**config.mk**
```make
export PLATFORM = sky130hd
export DESIGN_NAME = gf_frob_pow
export DESIGN_NICKNAME = d
export VERILOG_FILES = /design/src/rtl/athos_pkg.sv /design/src/rtl/gf_sqr_reduce.sv /design/src/rtl/gf_frob_pow.sv
export SDC_FILE = /design/constraint.sdc
export NUM_CORES = 1
export LEC_CHECK = 0
export CAP_MARGIN = 15
export CORE_MARGIN = 2
export CORE_UTILIZATION = 45
export DETAILED_ROUTE_END_ITERATION = 8
export GPL_TIMING_DRIVEN = 0
export PLACE_DENSITY = 0.77
export SLEW_MARGIN = 5
export SYNTH_ARGS = -nofsm -noshare
export SYNTH_HDL_FRONTEND = slang
export SYNTH_HIERARCHICAL = 1
export SYNTH_SLANG_ARGS = --single-unit
```
**constraint.sdc**
```tcl
create_clock -name clk_i -period 3.8 [get_ports clk_i]
set_input_delay 0.38 -clock clk_i [delete_from_list [all_inputs] [get_ports clk_i]]
set_output_delay 0.38 -clock clk_i [all_outputs]
set_load 0.03 [all_outputs]
```
**src/rtl/athos_pkg.sv**
```systemverilog
// athos_pkg: shared types and constants for the ATHOS GF operators
package athos_pkg;
  typedef enum logic [1:0] {IDLE, BUSY, DONE} gf_frob_state_e;
  localparam logic [8:0] GF_AES_POLY = 9'h11B;
  typedef struct packed {
    logic [7:0] a;
    logic [3:0] k;
    logic [8:0] poly;
    logic       raw;
  } gf_frob_req_t;
endpackage

```
**src/rtl/gf_sqr_reduce.sv**
```systemverilog
// gf_sqr_reduce: one carry-less square of op, optionally reduced mod poly
module gf_sqr_reduce #(
  parameter int M = 8
) (
  input  logic [M-1:0]   op,
  input  logic [M:0]     poly,
  input  logic           raw,
  output logic [2*M-1:0] nxt
);
  logic [2*M-1:0] sq, r;
  always_comb begin
    sq = '0;
    for (int i = 0; i < M; i++) sq[2*i] = op[i];
    r = sq;
    for (int i = 2*M-2; i >= M; i--) r = r[i] ? r ^ ((2*M)'(poly) << (i-M)) : r;
    nxt = raw ? sq : {{M{1'b0}}, r[M-1:0]};
  end
endmodule

```
**src/rtl/gf_frob_pow.sv**
```systemverilog
// gf_frob_pow: iterative a^(2^k) mod p(x), one square-and-reduce per clock
// ATHOS_GF_FROB_UNROLL2_EN chains two squarers so BUSY retires two steps per cycle
module gf_frob_pow
  import athos_pkg::*;
#(
  parameter int         M        = 8,
  parameter int         KW       = 4,
  parameter logic [M:0] DEF_POLY = (M+1)'(GF_AES_POLY)
) (
  input  logic           clk_i,
  input  logic           rst_i,
  input  logic           in_valid_i,
  output logic           in_ready_o,
  input  logic [M-1:0]   op_a_i,
  input  logic [KW-1:0]  k_i,
  input  logic [M:0]     poly_i,
  input  logic           raw_i,
  output logic           out_valid_o,
  input  logic           out_ready_i,
  output logic [2*M-1:0] res_o,
  output logic           busy_o
);
  gf_frob_state_e state;
  logic [2*M-1:0] acc, s1, nxt;
  logic [KW-1:0]  cnt, step;
  logic [M:0]     poly_q;
  logic           raw_q;

  gf_sqr_reduce #(.M(M)) u_sq1 (.op(acc[M-1:0]), .poly(poly_q), .raw(raw_q), .nxt(s1));

`ifdef ATHOS_GF_FROB_UNROLL2_EN
  logic [2*M-1:0] s2;
  gf_sqr_reduce #(.M(M)) u_sq2 (.op(s1[M-1:0]), .poly(poly_q), .raw(raw_q), .nxt(s2));
  // raw requests always carry cnt==1, so they take the single-step path
  assign step = (cnt == KW'(1)) ? KW'(1) : KW'(2);
  assign nxt  = (cnt == KW'(1)) ? s1 : s2;
`else
  assign step = KW'(1);
  assign nxt  = s1;
`endif

  assign res_o = (state == DONE) ? acc : '0;

  always_ff @(posedge clk_i) begin
    if (rst_i) begin
      state       <= IDLE;
      acc         <= '0;
      cnt         <= '0;
      poly_q      <= DEF_POLY;
      raw_q       <= 1'b0;
      in_ready_o  <= 1'b1;
      out_valid_o <= 1'b0;
      busy_o      <= 1'b0;
    end else if (state == IDLE) begin
      if (in_valid_i) begin
        acc        <= {{M{1'b0}}, op_a_i};
        cnt        <= raw_i ? KW'(1) : k_i;
        poly_q     <= poly_i | (M+1)'(1) << M;
        raw_q      <= raw_i;
        in_ready_o <= 1'b0;
        busy_o     <= 1'b1;
        if (!raw_i && k_i == '0) begin
          state       <= DONE;
          out_valid_o <= 1'b1;
        end else state <= BUSY;
      end
    end else if (state == BUSY) begin
      acc <= nxt;
      cnt <= cnt - step;
      if (cnt <= step) begin
        state       <= DONE;
        out_valid_o <= 1'b1;
      end
    end else if (out_ready_i) begin
      state       <= IDLE;
      out_valid_o <= 1'b0;
      in_ready_o  <= 1'b1;
      busy_o      <= 1'b0;
    end
  end
endmodule

```
Word-level counts from Yosys, hierarchy flattened --
Index checks and enable logic that the tools add are counted.
Word-level totals: logic and storage cells 73, bits in registers 34, input port bits 26
Cells by class: bitwise logic cells 7, multiplexer cells 35, $add $sub $neg 1, eq/ne operators 7, order comparisons 1, reduce and logical (&&, ||, !) cells 13
Operator list (count):
- 2-to-1 mux 16 bit | 4
- 2-to-1 mux 4 bit | 4
- 2-to-1 mux 15 bit | 1
- 2-to-1 mux 14 bit | 1
- XOR 13 x 14 -> 14 bit | 1
- 2-to-1 mux 1 bit | 13
- 2-to-1 mux 13 bit | 1
- XOR 13 bit | 1
- 2-to-1 mux 12 bit | 1
- 2-to-1 mux 2 bit | 6
- XOR 12 bit | 1
- 2-to-1 mux 11 bit | 1
- XOR 11 bit | 1
- 2-to-1 mux 10 bit | 1
- XOR 10 bit | 1
- 2-to-1 mux 9 bit | 1
- AND reduction 3 bit | 3
- XOR 9 bit | 1
- 2-to-1 mux 8 bit | 1
- XOR 8 bit | 1
- <= comparator 4 x 1 -> 1 bit, second input constant | 1
- logical NOT 4 bit | 1
- != test 2 x 1 -> 1 bit, second input constant | 2
- != test 2 bit, second input constant | 2
- other kinds (11) | 13

Depth between registers and ports, before layout --
depth after elaboration 17, depth in mapped cells 12, mapped depth without buffers 10

By module --
The synthesis kept the hierarchy.
By module, submodules not included:
- gf_frob_pow | cells an instance 188, sequential area each 680.7 um^2, instances 1, area each 1622.8 um^2
- gf_sqr_reduce | cells an instance 181, sequential area each 0.0 um^2, instances 1, area each 1253.7 um^2

Least setup slack after synthesis --
Ideal clock, no wire load.
kind flip-flop to flip-flop, start point register poly_q[2], end point register acc[6], library setup time 91 ps, required time 3709 ps, cell stages (with the launch flop) 13, arrival time 2735 ps, path buffers 2, setup slack 974 ps, clock period less this slack 2826 ps, cell sequence dfxtp_1 -> buf_6 -> a21boi_1 -> o21ai_2 -> xnor3_1 -> and4_4 -> or4_4 -> buf_6 -> nand3_2 -> xnor3_1 -> o21ai_1 -> o21ai_0 -> a311oi_1
Between the ends: longest elaborated chain between the ends 16
Ends and longest elaborated chain:
- start: declaration | line gf_frob_pow.sv:26 | logic [M:0] poly_q;
- start signal: assignment | line gf_frob_pow.sv:58 | poly_q <= poly_i | (M+1)'(1) << M;
- XOR 13 x 14 -> 14 bit | line gf_sqr_reduce.sv:15 | for (int i = 2*M-2; i >= M; i--) r = r[i] ? r ^ ((2*M)'(poly) << (i-M)) : r;
- 2-to-1 mux 14 bit | line gf_sqr_reduce.sv:15
- XOR 13 bit | line gf_sqr_reduce.sv:15
- 2-to-1 mux 13 bit | line gf_sqr_reduce.sv:15
- XOR 12 bit | line gf_sqr_reduce.sv:15
- 2-to-1 mux 12 bit (*) | line gf_sqr_reduce.sv:15
- XOR 11 bit | line gf_sqr_reduce.sv:15
- 2-to-1 mux 11 bit (*) | line gf_sqr_reduce.sv:15
- XOR 10 bit | line gf_sqr_reduce.sv:15
- 2-to-1 mux 10 bit (*) | line gf_sqr_reduce.sv:15
- XOR 9 bit | line gf_sqr_reduce.sv:15
- 2-to-1 mux 9 bit (*) | line gf_sqr_reduce.sv:15
- 2-to-1 mux 8 bit (*) | line gf_sqr_reduce.sv:15
- 2-to-1 mux 15 bit (*) | line gf_sqr_reduce.sv:16 | nxt = raw ? sq : {{M{1'b0}}, r[M-1:0]};
- net nxt[6] | line gf_frob_pow.sv:24 | logic [2*M-1:0] acc, s1, nxt;
- 2-to-1 mux 16 bit (*) | line gf_frob_pow.sv:67 | end else if (state == BUSY) begin
- 2-to-1 mux 16 bit (*) | line gf_frob_pow.sv:54 | end else if (state == IDLE) begin
- end signal: assignment | line gf_frob_pow.sv:56 | acc <= {{M{1'b0}}, op_a_i};
- end signal: assignment | line gf_frob_pow.sv:68 | acc <= nxt;
- end: declaration | line gf_frob_pow.sv:24
Mark *: on every way through the listed nets, which the timed path passes. The rest lies on a longest branch. The select of a mux whose other input is x is not followed. A chain may end at the register's enable or synchronous reset.

Worst setup path after layout --
start point register acc[6], end point register acc[6]
Between the ends: longest elaborated chain between the ends 16
Ends and longest elaborated chain (line):
- XOR 13 x 14 -> 14 bit | gf_sqr_reduce.sv:15
- 2-to-1 mux 14 bit (*) | gf_sqr_reduce.sv:15
- XOR 13 bit | gf_sqr_reduce.sv:15
- 2-to-1 mux 13 bit (*) | gf_sqr_reduce.sv:15
- 2-to-1 mux 12 bit (*) | gf_sqr_reduce.sv:15
- XOR 11 bit | gf_sqr_reduce.sv:15
- 2-to-1 mux 11 bit (*) | gf_sqr_reduce.sv:15
- XOR 10 bit | gf_sqr_reduce.sv:15
- 2-to-1 mux 10 bit (*) | gf_sqr_reduce.sv:15
- XOR 9 bit | gf_sqr_reduce.sv:15
- 2-to-1 mux 9 bit (*) | gf_sqr_reduce.sv:15
- XOR 8 bit | gf_sqr_reduce.sv:15
- 2-to-1 mux 8 bit (*) | gf_sqr_reduce.sv:15
- 2-to-1 mux 15 bit (*) | gf_sqr_reduce.sv:16
- net nxt[6] | gf_frob_pow.sv:24
- 2-to-1 mux 16 bit (*) | gf_frob_pow.sv:67
- 2-to-1 mux 16 bit (*) | gf_frob_pow.sv:54
Marked as above.

==> impl_metrics.py <==
metrics = {
    "run_status": {
        "status": "complete, no violations",
    },
    "cts": {
        "cts_sinks": 34,
        "cts.clk_slew.worst_paths_ns": 0.06,
        "ctsHoldBuffers": 0,
        "clockBufferDepth": 2,
        "root_buffer": "clkbuf_8",
        "cts_resized": 0,
        "htreeDepth": 2,
        "postCtsSetupBuffers": 0,
        "clkLatencyLatePin_ns": 0.28,
        "cts_tree": "built",
        "cts_made_buffers": 5,
    },
    "logic_synthesis": {
        "netlist_instances": 368,
        "yosys_warnings": 6,
        "synth_area_mm2": 0.002873,
        "syn_avg_cell_area_um2": 7.806,
    },
    "critical_path": {
        "critPathCaptureType": "flop",
        "cp.arrival_ns": 3.54,
        "cp_max_fo": 10,
        "required_ns": 3.99,
        "start_kind": "flop",
        "crit_type": "reg -> reg",
    },
    "hold_path": {
        "hp-class": "reg -> reg",
    },
    "global_routing": {
        "antenna_found_initial": 0,
        "grt_pass1_vias": 2750,
        "grt_pass1_wl_mm": 12.69,
        "grt.overflow.total": 0,
        "grt_usage_pct": 21.71,
        "grt_max_degree": 11,
    },
    "placed_design": {
        "gp_congestion": 0.9150,
        "portBuffers": 42,
        "dp_hpwl_mm": 5.683,
    },
    "floorplanning": {
        "die_w_um": 83.90,
        "core_region_area_mm2": 0.006277,
        "row_count": 29,
        "fp.dieArea_mm2": 0.007039,
        "start_util_pct": 45.76,
        "io_pins": 45,
        "die_h_um": 83.90,
    },
    "power": {
        "p_per_area_mw_per_mm2": 476.3,
        "vdd_drop_max_uv": 309.3,
        "leakage_nw": 1.383,
    },
    "routing": {
        "avgRoutedWirePerCell_um": 15.55,
        "dr_total_vias": 2885,
        "drc": 0,
        "vias_per_cell": 5.817,
        "ant_nets": 0,
        "wirelength_mm": 7.712,
        "firstDrtPassIters": 5,
        "initialDrtViolationCount": 287,
    },
    "sta": {
        "finalCritPeriodShare_pct": 88.17,
        "worst_pin_slew_ns": 0.6243,
        "drv_slew": 0,
        "setup_viol": 0,
        "rsz0062_at_grt": "no",
        "finalCriticalPeriod_ns": 3.351,
        "hold_slack_ns": 0.4801,
        "relSlewSlack_pct": 58.23,
        "fin_skew_ns": 0.006339,
        "setup_tns_ns": 0,
        "fmax_ghz": 0.2985,
        "finalHoldViolCount": 0,
    },
    "run": {
        "drv_cap": 0,
    },
    "layout": {
        "nets": 448,
        "area_growth_pct": 21.25,
        "diodes": 0,
        "final_layout_size_suffix_gt1_share_pct": 12.17,
    },
}
-- worst paths after layout --
kind	slack, ns	cells after the start	startpoint	to
max reg2reg	0.45	11	acc[6]$_SDFFE_PP0P_	acc[6]$_SDFFE_PP0P_
max	0.45	11	acc[6]$_SDFFE_PP0P_	acc[6]$_SDFFE_PP0P_
min	0.48	1	poly_q[0]$_SDFFE_PP1P_	poly_q[0]$_SDFFE_PP1P_
min reg2reg	0.48	1	poly_q[0]$_SDFFE_PP1P_	poly_q[0]$_SDFFE_PP1P_
-- placed cells by master, fill, tap and decap left out, types with 3 or more instances in the layout --
cell type,n
o22ai_1,4
xnor3_1,5
a211o_1,4
o211ai_1,3
o21ai_0,21
inv_1,7
and3_1,6
xor2_1,4
nor3_1,6
xnor2_1,18
buf_4,7
clkdlybuf4s50_1,42
mux2_2,4
nand4_1,3
a22oi_1,9
nand2b_1,10
a311oi_1,9
dfxtp_1,34
nand2_1,41
clkbuf_8,6
nor2b_1,7
a21boi_1,3
nor2_1,29
clkbuf_1,14
nand3_1,7
conb_1,4
mux2i_1,8
buf_2,12
buf_1,4
and2_1,21
a21oi_1,10
-- where the power goes --
part | internal, mW | switching [mW]
clock | 0.140 | 0.122
combinational | 0.454 | 0.489
sequential | 0.407 | 0.0478
-- critical path: stages (launching register included) --
cell and delay, ns:
dfxtp_1 0.39, buf_2 0.23, buf_1 0.41, a41oi_1 0.33, and4_4 0.30, or4_4 0.50, buf_6 0.15, nand3_2 0.06
xnor3_1 0.38, o21ai_1 0.14, o21ai_0 0.10, a311oi_1 0.26
-- routing by layer --
layer / track usage, % / up-vias / part of all wire, %
met4: 6.598 / 0 / 1.0
li1: - / 1402 / -
met5: 0 / - / 0
met3: 2.671 / 8 / 5.4
met2: 39.49 / 112 / 51
met1: 26.55 / 1363 / 43
-- registers in the layout, indices dropped and copies added, names as in the netlist --
name         cells
acc             16
poly_q           8
cnt              4
state            2
busy_o           1
in_ready_o       1
out_valid_o      1
raw_q            1
-- stage by stage --
stage / setup slack [ns] / instances / total power [mW] / cell area (µm²) / util, %
CTS: 0.5133 / 496 / 1.651 / 3483 / 55.49
detailed placement: 0.5172 / 490 / 1.387 / 3401 / 54.18
finish: 0.4494 / 496 / 1.659 / 3483 / 55.49
global route: 0.2128 / 496 / 1.765 / 3483 / 55.49
floorplan: 0.9743 / 371 / 1.186 / 2884 / -
global placement: 0.5881 / 490 / 1.367 / 3401 / 54.18
-- final cells by class --
type	count	area [µm²]
Sequential cell	34	680.7
Timing Repair Buffer	42	420.4
Fill cell	608	2794
Tap cell	77	96.34
Inverter	7	26.28
Multi-Input combinational cell	291	1974
Buffer	39	202.7
Clock buffer	6	82.58
Note: power is estimated with default switching activity, not from simulation.
